==> src/rtl/scp_pkg.sv <==
// Shared definitions for the add/noop multi-cycle control sequencer:
// instruction encodings, MIPS field positions, FSM states and instruction classes.
package scp_pkg;

    // Instruction encodings
    localparam logic [5:0]  OPC_RTYPE  = 6'h00;
    localparam logic [5:0]  FUNCT_ADD  = 6'h20;
    localparam logic [31:0] INSTR_NOOP = 32'h0000_0000;

    // MIPS R-type field bit positions
    localparam int OPC_MSB   = 31;
    localparam int OPC_LSB   = 26;
    localparam int RS_MSB    = 25;
    localparam int RS_LSB    = 21;
    localparam int RT_MSB    = 20;
    localparam int RT_LSB    = 16;
    localparam int RD_MSB    = 15;
    localparam int RD_LSB    = 11;
    localparam int SHAMT_MSB = 10;
    localparam int SHAMT_LSB = 6;
    localparam int FUNCT_MSB = 5;
    localparam int FUNCT_LSB = 0;

    // Sequencer states
    typedef enum logic [2:0] {
        ST_IDLE      = 3'd0,
        ST_FETCH     = 3'd1,
        ST_DECODE    = 3'd2,
        ST_EXECUTE   = 3'd3,
        ST_WRITEBACK = 3'd4,
        ST_HALT      = 3'd5
    } ctrl_state_t;

    // Decoded instruction class
    typedef enum logic [1:0] {
        CLS_NOOP    = 2'd0,
        CLS_ADD     = 2'd1,
        CLS_ILLEGAL = 2'd2
    } instr_cls_t;

endpackage

==> src/rtl/scp_decode.sv <==
// Combinational instruction decoder: classifies the instruction register and
// extracts the register-file address fields.
module scp_decode
    import scp_pkg::*;
(
    input  logic [31:0] ir_i,
    output instr_cls_t  cls_o,
    output logic [4:0]  rs_o,
    output logic [4:0]  rt_o,
    output logic [4:0]  rd_o
);

    assign rs_o = ir_i[RS_MSB:RS_LSB];
    assign rt_o = ir_i[RT_MSB:RT_LSB];
    assign rd_o = ir_i[RD_MSB:RD_LSB];

    // Classify: the all-zero word is a noop (checked first, it is also R-type),
    // an R-type with zero shamt and the add funct is an add, everything else is illegal.
    always_comb begin
        cls_o = CLS_ILLEGAL;
        if (ir_i == INSTR_NOOP) begin
            cls_o = CLS_NOOP;
        end else if ((ir_i[OPC_MSB:OPC_LSB] == OPC_RTYPE) &&
                     (ir_i[SHAMT_MSB:SHAMT_LSB] == 5'd0) &&
                     (ir_i[FUNCT_MSB:FUNCT_LSB] == FUNCT_ADD)) begin
            cls_o = CLS_ADD;
        end
    end

endmodule

==> src/rtl/scp_mc_ctrl.sv <==
// Multi-cycle control sequencer for the add/noop datapath. Owns PC and IR,
// fetches over a req/ack port and steps decode/execute/writeback.
// Optional retired-instruction counter enabled by defining SCP_RETIRE_CNT_EN;
// otherwise retire_cnt is tied to zero.
module scp_mc_ctrl
    import scp_pkg::*;
#(
    parameter int                ADDR_W   = 32,
    parameter logic [ADDR_W-1:0] RESET_PC = '0
)
(
    input  logic              clk,
    input  logic              rst,
    input  logic              run,
    output logic              imem_req,
    output logic [ADDR_W-1:0] imem_addr,
    input  logic              imem_ack,
    input  logic [31:0]       imem_rdata,
    output logic [4:0]        rf_ra1,
    output logic [4:0]        rf_ra2,
    output logic [4:0]        rf_wa,
    output logic              rf_we,
    output logic              alu_en,
    output logic              retire,
    output logic              halted,
    output logic [ADDR_W-1:0] pc,
    output logic [31:0]       retire_cnt
);

    ctrl_state_t       state_q, state_d;
    logic [ADDR_W-1:0] pc_q, pc_d;
    logic [31:0]       ir_q, ir_d;
    logic              halted_q, halted_d;

    instr_cls_t        cls;
    logic [4:0]        rs, rt, rd;

    scp_decode u_decode (
        .ir_i  (ir_q),
        .cls_o (cls),
        .rs_o  (rs),
        .rt_o  (rt),
        .rd_o  (rd)
    );

    // Next-state logic: run is only consulted at instruction boundaries,
    // so dropping it mid-instruction lets the instruction finish.
    always_comb begin
        state_d  = state_q;
        pc_d     = pc_q;
        ir_d     = ir_q;
        halted_d = halted_q;
        case (state_q)
            ST_IDLE: begin
                if (run) state_d = ST_FETCH;
            end
            ST_FETCH: begin
                if (imem_ack) begin
                    ir_d    = imem_rdata;
                    pc_d    = pc_q + ADDR_W'(4);
                    state_d = ST_DECODE;
                end
            end
            ST_DECODE: begin
                case (cls)
                    CLS_NOOP: state_d = run ? ST_FETCH : ST_IDLE;
                    CLS_ADD:  state_d = ST_EXECUTE;
                    default: begin
                        state_d  = ST_HALT;
                        halted_d = 1'b1;
                    end
                endcase
            end
            ST_EXECUTE:   state_d = ST_WRITEBACK;
            ST_WRITEBACK: state_d = run ? ST_FETCH : ST_IDLE;
            ST_HALT:      state_d = ST_HALT;
            default:      state_d = ST_IDLE;
        endcase
    end

    // State, PC, IR and sticky halt registers
    always_ff @(posedge clk or negedge rst) begin
        if (!rst) begin
            state_q  <= ST_IDLE;
            pc_q     <= RESET_PC;
            ir_q     <= '0;
            halted_q <= 1'b0;
        end else begin
            state_q  <= state_d;
            pc_q     <= pc_d;
            ir_q     <= ir_d;
            halted_q <= halted_d;
        end
    end

    // Strobes decoded from the current state; being combinational, an async
    // reset drops imem_req in the same instant it forces IDLE.
    always_comb begin
        imem_req = (state_q == ST_FETCH);
        alu_en   = (state_q == ST_EXECUTE);
        rf_we    = (state_q == ST_WRITEBACK) && (rd != 5'd0);
        retire   = ((state_q == ST_DECODE) && (cls == CLS_NOOP)) ||
                   (state_q == ST_WRITEBACK);
    end

    assign imem_addr = pc_q;
    assign pc        = pc_q;
    assign halted    = halted_q;
    assign rf_ra1    = rs;
    assign rf_ra2    = rt;
    assign rf_wa     = rd;

`ifdef SCP_RETIRE_CNT_EN
    logic [31:0] cnt_q, cnt_d;

    assign cnt_d = retire ? (cnt_q + 32'd1) : cnt_q;

    // Retired-instruction counter, wraps naturally at 2^32
    always_ff @(posedge clk or negedge rst) begin
        if (!rst) begin
            cnt_q <= '0;
        end else begin
            cnt_q <= cnt_d;
        end
    end

    assign retire_cnt = cnt_q;
`else
    assign retire_cnt = '0;
`endif

endmodule

==> config.mk <==
export PLATFORM = sky130hd
export DESIGN_NAME = scp_mc_ctrl
export DESIGN_NICKNAME = d
export VERILOG_FILES = /design/src/rtl/scp_pkg.sv /design/src/rtl/scp_decode.sv /design/src/rtl/scp_mc_ctrl.sv
export SDC_FILE = /design/constraint.sdc
export NUM_CORES = 1
export LEC_CHECK = 0
export ABC_AREA = 1
export BUFFER_PORTS_ARGS = -buffer_cell sky130_fd_sc_hd__buf_2
export CAP_MARGIN = 20
export CORE_ASPECT_RATIO = 1.5
export CORE_MARGIN = 2
export CORE_UTILIZATION = 45
export CTS_BUF_LIST = sky130_fd_sc_hd__clkbuf_2 sky130_fd_sc_hd__clkbuf_4 sky130_fd_sc_hd__clkbuf_8
export DETAILED_ROUTE_END_ITERATION = 7
export PLACE_DENSITY = 0.74
export SLEW_MARGIN = 40
export SYNTH_ARGS = -nofsm -noshare
export SYNTH_HDL_FRONTEND = slang
export SYNTH_SLANG_ARGS = --single-unit
export TNS_END_PERCENT = 1
==> constraint.sdc <==
create_clock -name clk -period 4.5 [get_ports clk]
set_input_delay 0.225 -clock clk [delete_from_list [all_inputs] [get_ports clk]]
set_output_delay 0.225 -clock clk [all_outputs]
set_load 0.01 [all_outputs]
==> flow_summary.ini, run 1 <==
[outcome]
outcome = complete, but fails checks
violations = negative hold slack

[detailed_routing]
drc = 0
first_pass_iters = 4
ant_nets = 0
drt-total-wl_mm = 8.40
vias_per_cell = 4.61
routedWlPerCell_um = 11.8
dr_total_vias = 3280
drt-initial-drc-count = 124

[yosys]
synthSimpleGateAreaFrac_pct = 33.6
synth.distinct_cells = 24
ys_seq_area_share_pct = 41.8
synth_compound_area_share_pct = 1.84
syn_area_per_cell_sq_um = 7.50
synth_top_family_by_area = simple AND/OR/NAND/NOR gates
ys_warn_count = 0
yosys.area_share.adder_pct = 0.316
synth-xor-area-share_pct = 3.29
synth_mux_area_share_pct = 0
syn-cell-area_sq_um = 3950
synth-seq-cells = 66
syn_inst = 527

[cells_and_area]
syn_to_final_growth_pct = 10.9
final_cell_mix = nand2_1 (214), buf_2 (115), dfrtp_1 (66)
final_nets = 638
drive_gt1_share_pct = 23.1
final_common_cell = nand2_1
insertedDiodeCount = 0

[timing]
period_minus_slack_ns = 1.82
setup_tns_ns = 0
tightest_slew_ns = 0.602
timing.hold.ws_ns = -0.0464
fin_crit_sh_pct = 40.5
maxSlewHeadroom_pct = 59.9
fin_skew_ns = 0.0106
rsz0062_at_grt = false
setup_viol = 0
hold_viol_final = 35
maxSlewViolCount = 0
max_clock_freq_ghz = 0.548

[grt]
grt_overflow_total = 0
grt_pass1_wl_mm = 13.6
antenna_found_initial = 0
grt_usage_pct = 18.1
grt_max_degree = 67
grt_pass1_vias = 3157

[floorplanning]
ios = 152
rows = 41
coreArea_sq_um = 8460
die_width_um = 80.5
initial_utilization_pct = 46.7
die_y_um = 119
design.die.area_sq_um = 9570

[clock_network]
cts_root_buf = clkbuf_8
cts.sinks = 66
clk_latency_ns = 0.34
ctsHoldBuffers = 0
post_cts_buffers = 0
clkTransAtPathRegs_ns = 0.07
cts_buffer_depth = 2
cts_tree = done
htree_num_levels = 3
cts_resized = 0
cts_buffers = 9

[power]
power_leakage_nw = 2.48
power_density_nw_per_um2 = 500
worst_ir_drop_vdd_v = 0.000307

[worst_setup_path]
worst-path-max-fanout = 3
critPathLaunchType = flip-flop
rr_worst_depth = 8
critPathKind = flip-flop to output pin
critical_path.cell_chain = nor2_1 > nand2_1 > nor2_1 > nand2_1 > nor2_1 > nand2_1 > nand2_1 > buf_2
slowest_stage = dfrtp_1
critical_path_arrival_ns = 1.60
crit_top_cell = nand2_1
cp-end-kind = output pin
cpPeakStageDelay_ns = 0.40
worstPathRequired_ns = 4.28

[placement]
place.gp.congestion = 0.849
numPortBuffers = 115
dpl.hpwl_mm = 6.29

[worst_hold_path]
hp-class = input pin to asynchronous set/reset pin

[flow_run]
maxCapViolations = 0
-- state kept, by name, indices dropped and copies added (netlist names) --
register / count
imem_addr: 30
state_q: 3
ir_q: 32
halted: 1
-- stage by stage --
step / power [mW] / std cells / instance area, sq um / utilization [%] / setup WS, ns
6_report: 2.19 / 712 / 4390 / 51.8 / 2.68
4_1_cts: 2.22 / 712 / 4380 / 51.8 / 2.64
5_1_grt: 2.36 / 712 / 4390 / 51.8 / 2.45
2_1_floorplan: 1.52 / 562 / 4090 / - / 2.94
3_5_place_dp: 1.64 / 697 / 4160 / 49.1 / 2.70
3_3_place_gp: 1.62 / 697 / 4160 / 49.1 / 2.79
-- worst paths after layout --
path | start | end | slack [ns]
hold / removal | rst | imem_addr[20] | -0.05
max in group asynchronous | rst | state_q[1] | 4.10
setup / recovery | ir_q[23] | retire | 2.68
hold reg to reg | halted | halted | 0.46
min in group clk | imem_rdata[15] | ir_q[15] | 0.08
setup reg to reg | state_q[2] | imem_addr[23] | 2.71
-- cells by family (layout without fill, tap and decap cells) --
group | count (synthesis) | after routing
XOR/XNOR | 14 | 14
AND/OR/NAND/NOR | 315 | 315
buffers and inverters | 116 | 159
flip-flops | 66 | 66
AO/OA/AOI/OAI | 14 | 14
adder cells (fa/ha/maj) | 1 | 1
other | 1 | 36
-- layer usage --
| layer | track usage (%) | wire (um) | part of all wire [%] |
|---|---|---|---|
| met1 | 20.2 | 3330 | 40 |
| met2 | 32.9 | 4470 | 53 |
| met3 | 3.59 | 480 | 5.7 |
| met4 | 6.89 | 113 | 1.3 |
| met5 | 0 | 0 | 0 |
-- area by class of cell --
class,count,area (sq um)
clock buffer,13,166
clock inverter,2,60.1
fill,854,4080
inverter,27,101
multi-input combinational,380,1680
sequential,66,1650
tap,107,134
timing repair buffer,117,594
-- worst max-delay path: cells and delay by family, from the launching register on --
| family | cells | cell delay [ns] |
|---|---|---|
| simple gates | 7 | 0.74 |
| flops | 1 | 0.40 |
| buf+inv | 1 | 0.13 |
-- cell usage after synthesis --
master / count / area (sq um)
nand4_1: 4 / 25.0
buf_2: 1 / 5.00
nor3_1: 8 / 40.0
xor2_1: 7 / 61.3
ha_1: 1 / 12.5
nand3b_1: 10 / 75.1
xor2_2: 1 / 16.3
nand2_4: 2 / 22.5
inv_1: 27 / 101
buf_4: 85 / 638
clkbuf_1: 3 / 11.3
nor3_4: 1 / 16.3
o21ai_0: 11 / 55.1
a21oi_1: 2 / 10.0
xnor2_1: 6 / 52.6
nand4_4: 1 / 21.3
nand2_1: 214 / 803
nor2_4: 2 / 22.5
conb_1: 1 / 3.75
dfrtp_1: 66 / 1650
nor2_1: 63 / 236
nand3_1: 9 / 45.0
nor2_8: 1 / 20.0
o21bai_1: 1 / 7.51
-- power by group --
part	total, mW	internal, mW	switching [mW]
Clock	0.569	0.352	0.216
Sequential	0.920	0.771	0.150
Combinational	0.705	0.263	0.442
Total	2.19	1.39	0.808
Note: power is estimated with default switching activity, not from simulation.
==> run 2: changes to the inputs <==
- ABC_AREA: 1 -> 0
- PLACE_DENSITY: 0.74 -> 0.76
- clock period: 4.5 -> 1.7 ns (I/O delays scaled with it)
==> flow_summary.ini, run 2 <==
[cells_and_area]
final_nets = 538
syn_to_final_growth_pct = 26.9
final_cell_mix = buf_2 (115), nand2_1 (109), dfrtp_1 (66)
largest-register = ir_q
largest_register_ffs = 32
drive_gt1_share_pct = 32.0
utilization_pct = 58.8
final_common_cell = buf_2
insertedDiodeCount = 0

[worst_setup_path]
slowest_stage = dfrtp_1
cp-end-kind = output pin
worst-path-max-fanout = 2
rr_worst_depth = 5
r2r_slack_ns = 0.14
critPathKind = flip-flop to output pin
crit_path_start = ir_q[2]
endpoint = retire
cpPeakStageDelay_ns = 0.39
critical_path.cell_chain = nor4_2 > nand4_1 > nor3_2 > o2bb2ai_1 > buf_2
worstPathRequired_ns = 1.62
regToRegStartpoint = imem_addr[8]
critical_path_arrival_ns = 1.78
critPathLaunchType = flip-flop
worstReg2RegEnd = imem_addr[15]

[floorplanning]
coreArea_sq_um = 7610
ios = 152
initial_utilization_pct = 46.3
die_y_um = 112
rows = 39
design.die.area_sq_um = 8580
die_width_um = 76.3

[clock_network]
cts_root_buf = clkbuf_8
clkTransAtPathRegs_ns = 0.08
htree_num_levels = 3
clk_latency_ns = 0.35
cts.sinks = 66
cts_tree = done
cts_buffers = 9
cts_buffer_depth = 2

[yosys]
synth-seq-cells = 66
synth.most_common_cell = nand2_1
ys_warn_count = 0
syn_area_per_cell_sq_um = 9.33
yosysTopAreaCell = dfrtp_1
synth-edff-count = 0
ys_seq_area_share_pct = 46.8
yosys-top-cells-count = nand2_1 (109), buf_4 (81), dfrtp_1 (66)
syn_inst = 378
synth.distinct_cells = 37
synth_area_leaders = dfrtp_1 (47%), buf_4 (17%), nand2_1 (12%), xnor2_1 (6.2%), nand4_1 (2.1%)
synth_top_area_share_pct = 46.8
synth_flop_cell = dfrtp_1
synthArstFlopShare_pct = 100
syn-cell-area_sq_um = 3530

[power]
p_sw_mw = 2.06
p_sw_share_pct = 34.6
pwr-share-clk_pct = 27.4
worst_ir_drop_vdd_v = 0.000896
combPwrFrac_pct = 32.8
p_seq_share_pct = 39.8
power_density_nw_per_um2 = 1330
power_leakage_nw = 2.43
p_int_mw = 3.89

[placement]
dpl.hpwl_mm = 5.44
place.gp.congestion = 0.803
numPortBuffers = 115

[detailed_routing]
vias_per_cell = 4.63
routedWlPerCell_um = 12.5
first_pass_iters = 4
drc = 0
drt-initial-drc-count = 67
ant_nets = 0
dr_total_vias = 2814
drt-total-wl_mm = 7.63

[outcome]
outcome = complete, but fails checks
violations = negative setup slack

[timing]
rsz0062_at_grt = true
fin_crit_sh_pct = 109
setup_viol = 1
fin_skew_ns = 0.00728
setup_ws_ns = -0.160
hold_viol_final = 0
max_clock_freq_ghz = 0.538
maxSlewViolCount = 0
period_minus_slack_ns = 1.86
timing.hold.ws_ns = 0.0354

[grt]
grt_max_degree = 27
antenna_found_initial = 0
grt_pass1_vias = 2757
grt_usage_pct = 19.1
grt_overflow_total = 0
grt_pass1_wl_mm = 13.0

[worst_hold_path]
hp-start = run
hp-class = input pin to flip-flop

[flow_run]
maxCapViolations = 0
-- run 2: cell types whose count changed after synthesis, sizes merged, moves of 8 or more --
cell and delta:
inv -24, nand2 -107, nand3b -10, nand4 +8
nor2 -58, nor4 +11, o21ai -9, xnor2 +19
-- run 2: worst min path at each step --
stage                         to  slack, ns  cells after the start
floorplan                 halted      -0.21                      0
global route          state_q[0]       0.04                      3
finish                state_q[0]       0.04                      3
detailed placement  imem_addr[6]       0.07                      1
global placement    imem_addr[6]       0.06                      1
CTS                   state_q[0]       0.01                      3
-- run 2: repair_timing --
item | CTS | global route
gates resized for setup | 2 | 2
hold buffers | 33 | 0
endpoints found under the hold margin | 49 | 0
pin swaps | 1 | 2
gates cloned | 0 | 0
setup endpoints to repair | 1 | 3
setup buffers | 0 | 0
-- run 2: logic make-up (layout without fill, tap and decap cells) --
| logic type | Yosys count | after routing | share of synthesized area (%) |
|---|---|---|---|
| simple gates | 174 | 174 | 24.3 |
| buf+inv | 95 | 188 | 19.0 |
| flops | 66 | 66 | 46.8 |
| xor+xnor | 29 | 29 | 7.20 |
| compound gates | 12 | 12 | 2.16 |
| fa+ha+maj | 1 | 1 | 0.355 |
| other cells | 1 | 36 | 0.106 |
-- run 2: power by group through the flow --
| stage | Clock (mW) | Sequential (mW) | Combinational, mW |
|---|---|---|---|
| floorplan | 0 | 2.37 | 1.46 |
| global placement | 0 | 2.35 | 1.86 |
| detailed placement | 0 | 2.39 | 1.90 |
| CTS | 1.67 | 2.37 | 1.97 |
| global route | 1.73 | 2.43 | 2.21 |
| finish | 1.63 | 2.37 | 1.95 |
-- run 2: through the flow --
stage                     power (mW)  setup WS [ns]  TNS (ns)  cells  instance area (sq um)
final                           5.96         -0.160    -0.160    608                   4470
after global routing            6.37         -0.260    -0.269    608                   4470
after CTS                       6.01         -0.165    -0.165    608                   4460
after detailed placement        4.28          0.116         0    559                   3870
after global placement          4.21          0.136         0    559                   3870
after floorplan                 3.83         0.0395         0    413                   3660
-- run 2: per-layer routing --
metal	GRT usage (%)	part of all wire, %
met2	34.2	52
met4	8.48	2.2
met1	21.4	40
met3	4.66	5.8
met5	0	0
-- run 2: area by class of cell --
| class | instances | area [sq um] |
|---|---|---|
| fillers | 679 | 3140 |
| repair buffers | 169 | 1080 |
| inverters | 3 | 11.3 |
| clock inverters | 6 | 113 |
| clock buffers | 10 | 138 |
| multi-input cells | 252 | 1350 |
| flip-flops and latches | 66 | 1650 |
| well taps | 102 | 128 |
-- run 2: critical path, delay by kind of cell (launching register included) --
kind | cells | cell delay, ns
buffers and inverters | 1 | 0.16
AND/OR/NAND/NOR | 3 | 0.73
AO/OA/AOI/OAI | 1 | 0.14
flip-flops | 1 | 0.39
==> run 3: changes to the inputs <==
--- a/config.mk
+++ b/config.mk
@@ -15,2 +15,3 @@
 export DETAILED_ROUTE_END_ITERATION = 7
+export MAX_ROUTING_LAYER = met4
 export PLACE_DENSITY = 0.76
--- a/constraint.sdc
+++ b/constraint.sdc
@@ -3,2 +3,2 @@
 set_output_delay 0.085 -clock clk [all_outputs]
-set_load 0.01 [all_outputs]
+set_load 0.05 [all_outputs]
==> flow_summary.ini, run 3 (synthesis results as in run 2) <==
[worst_hold_path]
hp-class = input pin to flip-flop

[grt]
grt_usage_pct = 19.5
grt_overflow_total = 0
grt_pass1_vias = 2802
grt_max_degree = 67
grt_pass1_wl_mm = 12.8
antenna_found_initial = 0

[outcome]
outcome = complete, but fails checks
violations = negative setup slack

[placement]
numPortBuffers = 115
place.gp.congestion = 0.795
dp.cells = 558
dpl-instance-area_sq_um = 3880
post-place-ws_ns = -0.0211
dpl.hpwl_mm = 5.13

[timing]
timing.hold.ws_ns = 0.0408
hold_viol_final = 0
maxSlewViolCount = 0
rsz0062_at_grt = true
max_clock_freq_ghz = 0.527
setup_viol = 1
fin_skew_ns = 0.00841
period_minus_slack_ns = 1.90
fin_crit_sh_pct = 112
setup_ws_ns = -0.199
setup_tns_ns = -0.199

[worst_setup_path]
worstPathRequired_ns = 1.62
worst-path-max-fanout = 2
cp-end-kind = output pin
critPathKind = flip-flop to output pin
critPathLaunchType = flip-flop
critical_path_arrival_ns = 1.81

[clock_network]
cts_root_buf = clkbuf_8
cts_buffer_depth = 2
post_cts_buffers = 0
clkTransAtPathRegs_ns = 0.07
cts.sinks = 66
cts_tree = done
clk_latency_ns = 0.34
cts_buffers = 9
htree_num_levels = 3

[floorplanning]
design.die.area_sq_um = 8580
die_y_um = 112
die_width_um = 76.3
initial_utilization_pct = 46.3
ios = 152
coreArea_sq_um = 7610
rows = 39

[cells_and_area]
largest_register_ffs = 32
multi_input_area_sq_um = 1370
insertedDiodeCount = 0
fillers = 681
drive_gt1_share_pct = 32.1
largest-register = ir_q
syn_to_final_growth_pct = 26.9
seq_area_sq_um = 1650
utilization_pct = 58.8
final_common_cell = buf_2
final_cell_mix = buf_2 (113), nand2_1 (109), dfrtp_1 (66)
finalNonFillerCells = 607
final_nets = 537
final_area_sq_um = 4480

[power]
p_sw_mw = 3.20
worst_ir_drop_vdd_v = 0.00104
p_sw_share_pct = 45.4
power_leakage_nw = 2.42
p_total_mw = 7.04
power_density_nw_per_um2 = 1570
pwr-share-clk_pct = 21.4
p_int_mw = 3.84
combPwrFrac_pct = 44.7
p_seq_share_pct = 33.8

[detailed_routing]
dr_total_vias = 2829
drt-total-wl_mm = 7.63
drt-initial-drc-count = 66
first_pass_iters = 4
drc = 0
vias_per_cell = 4.66
ant_nets = 0
routedWlPerCell_um = 12.6

[flow_run]
maxCapViolations = 0
[run 3: cell type report]
type / instances / share of cell area [%]
Sequential cell: 66 / 36.9
Timing Repair Buffer: 168 / 24.3
Tap cell: 102 / 2.85
Inverter: 3 / 0.252
Clock buffer: 12 / 3.55
Clock inverter: 4 / 1.65
Multi-Input combinational cell: 252 / 30.5
[run 3: path summary, 6_finish.rpt]
kind | from | endpoint | slack [ns] | depth (start not counted)
max in group asynchronous | rst | imem_addr[17] | 1.13 | 3
worst max-delay path | ir_q[1] | retire | -0.20 | 5
worst min register to register | ir_q[8] | ir_q[8] | 0.48 | 2
worst max register to register | state_q[2] | imem_addr[23] | 0.12 | 5
min in group asynchronous | rst | ir_q[0] | 0.29 | 3
worst min-delay path | run | state_q[0] | 0.04 | 3
[run 3: worst max-delay path, cell delays in order, from the launching register on]
cell and delay [ns]:
dfrtp_1 0.41, nor4_4 0.30, nand4_1 0.21, nor3_2 0.19, o2bb2ai_1 0.14, buf_4 0.22
[run 3: metal layers]
metal	wire (um)	vias to the layer above	global-route usage, %
met4	193	0	10.5
met5	0	-	-
li1	-	1357	-
met2	4040	130	33.1
met1	2980	1326	21.5
met3	414	16	3.86
[run 3: timing repair]
item	CTS	global route
pin swaps	1	0
endpoints found under the hold margin	98	0
resized for setup	3	3
hold buffers	33	0
setup endpoints to repair	1	3
[run 3: power by group through the flow]
stage          clock network (mW)  registers, mW  logic (mW)
2_1_floorplan                   0           2.58        2.42
3_3_place_gp                    0           2.35        3.03
3_5_place_dp                    0           2.38        3.08
4_1_cts                      1.55           2.36        3.15
5_1_grt                      1.61           2.45        3.41
6_report                     1.51           2.38        3.15
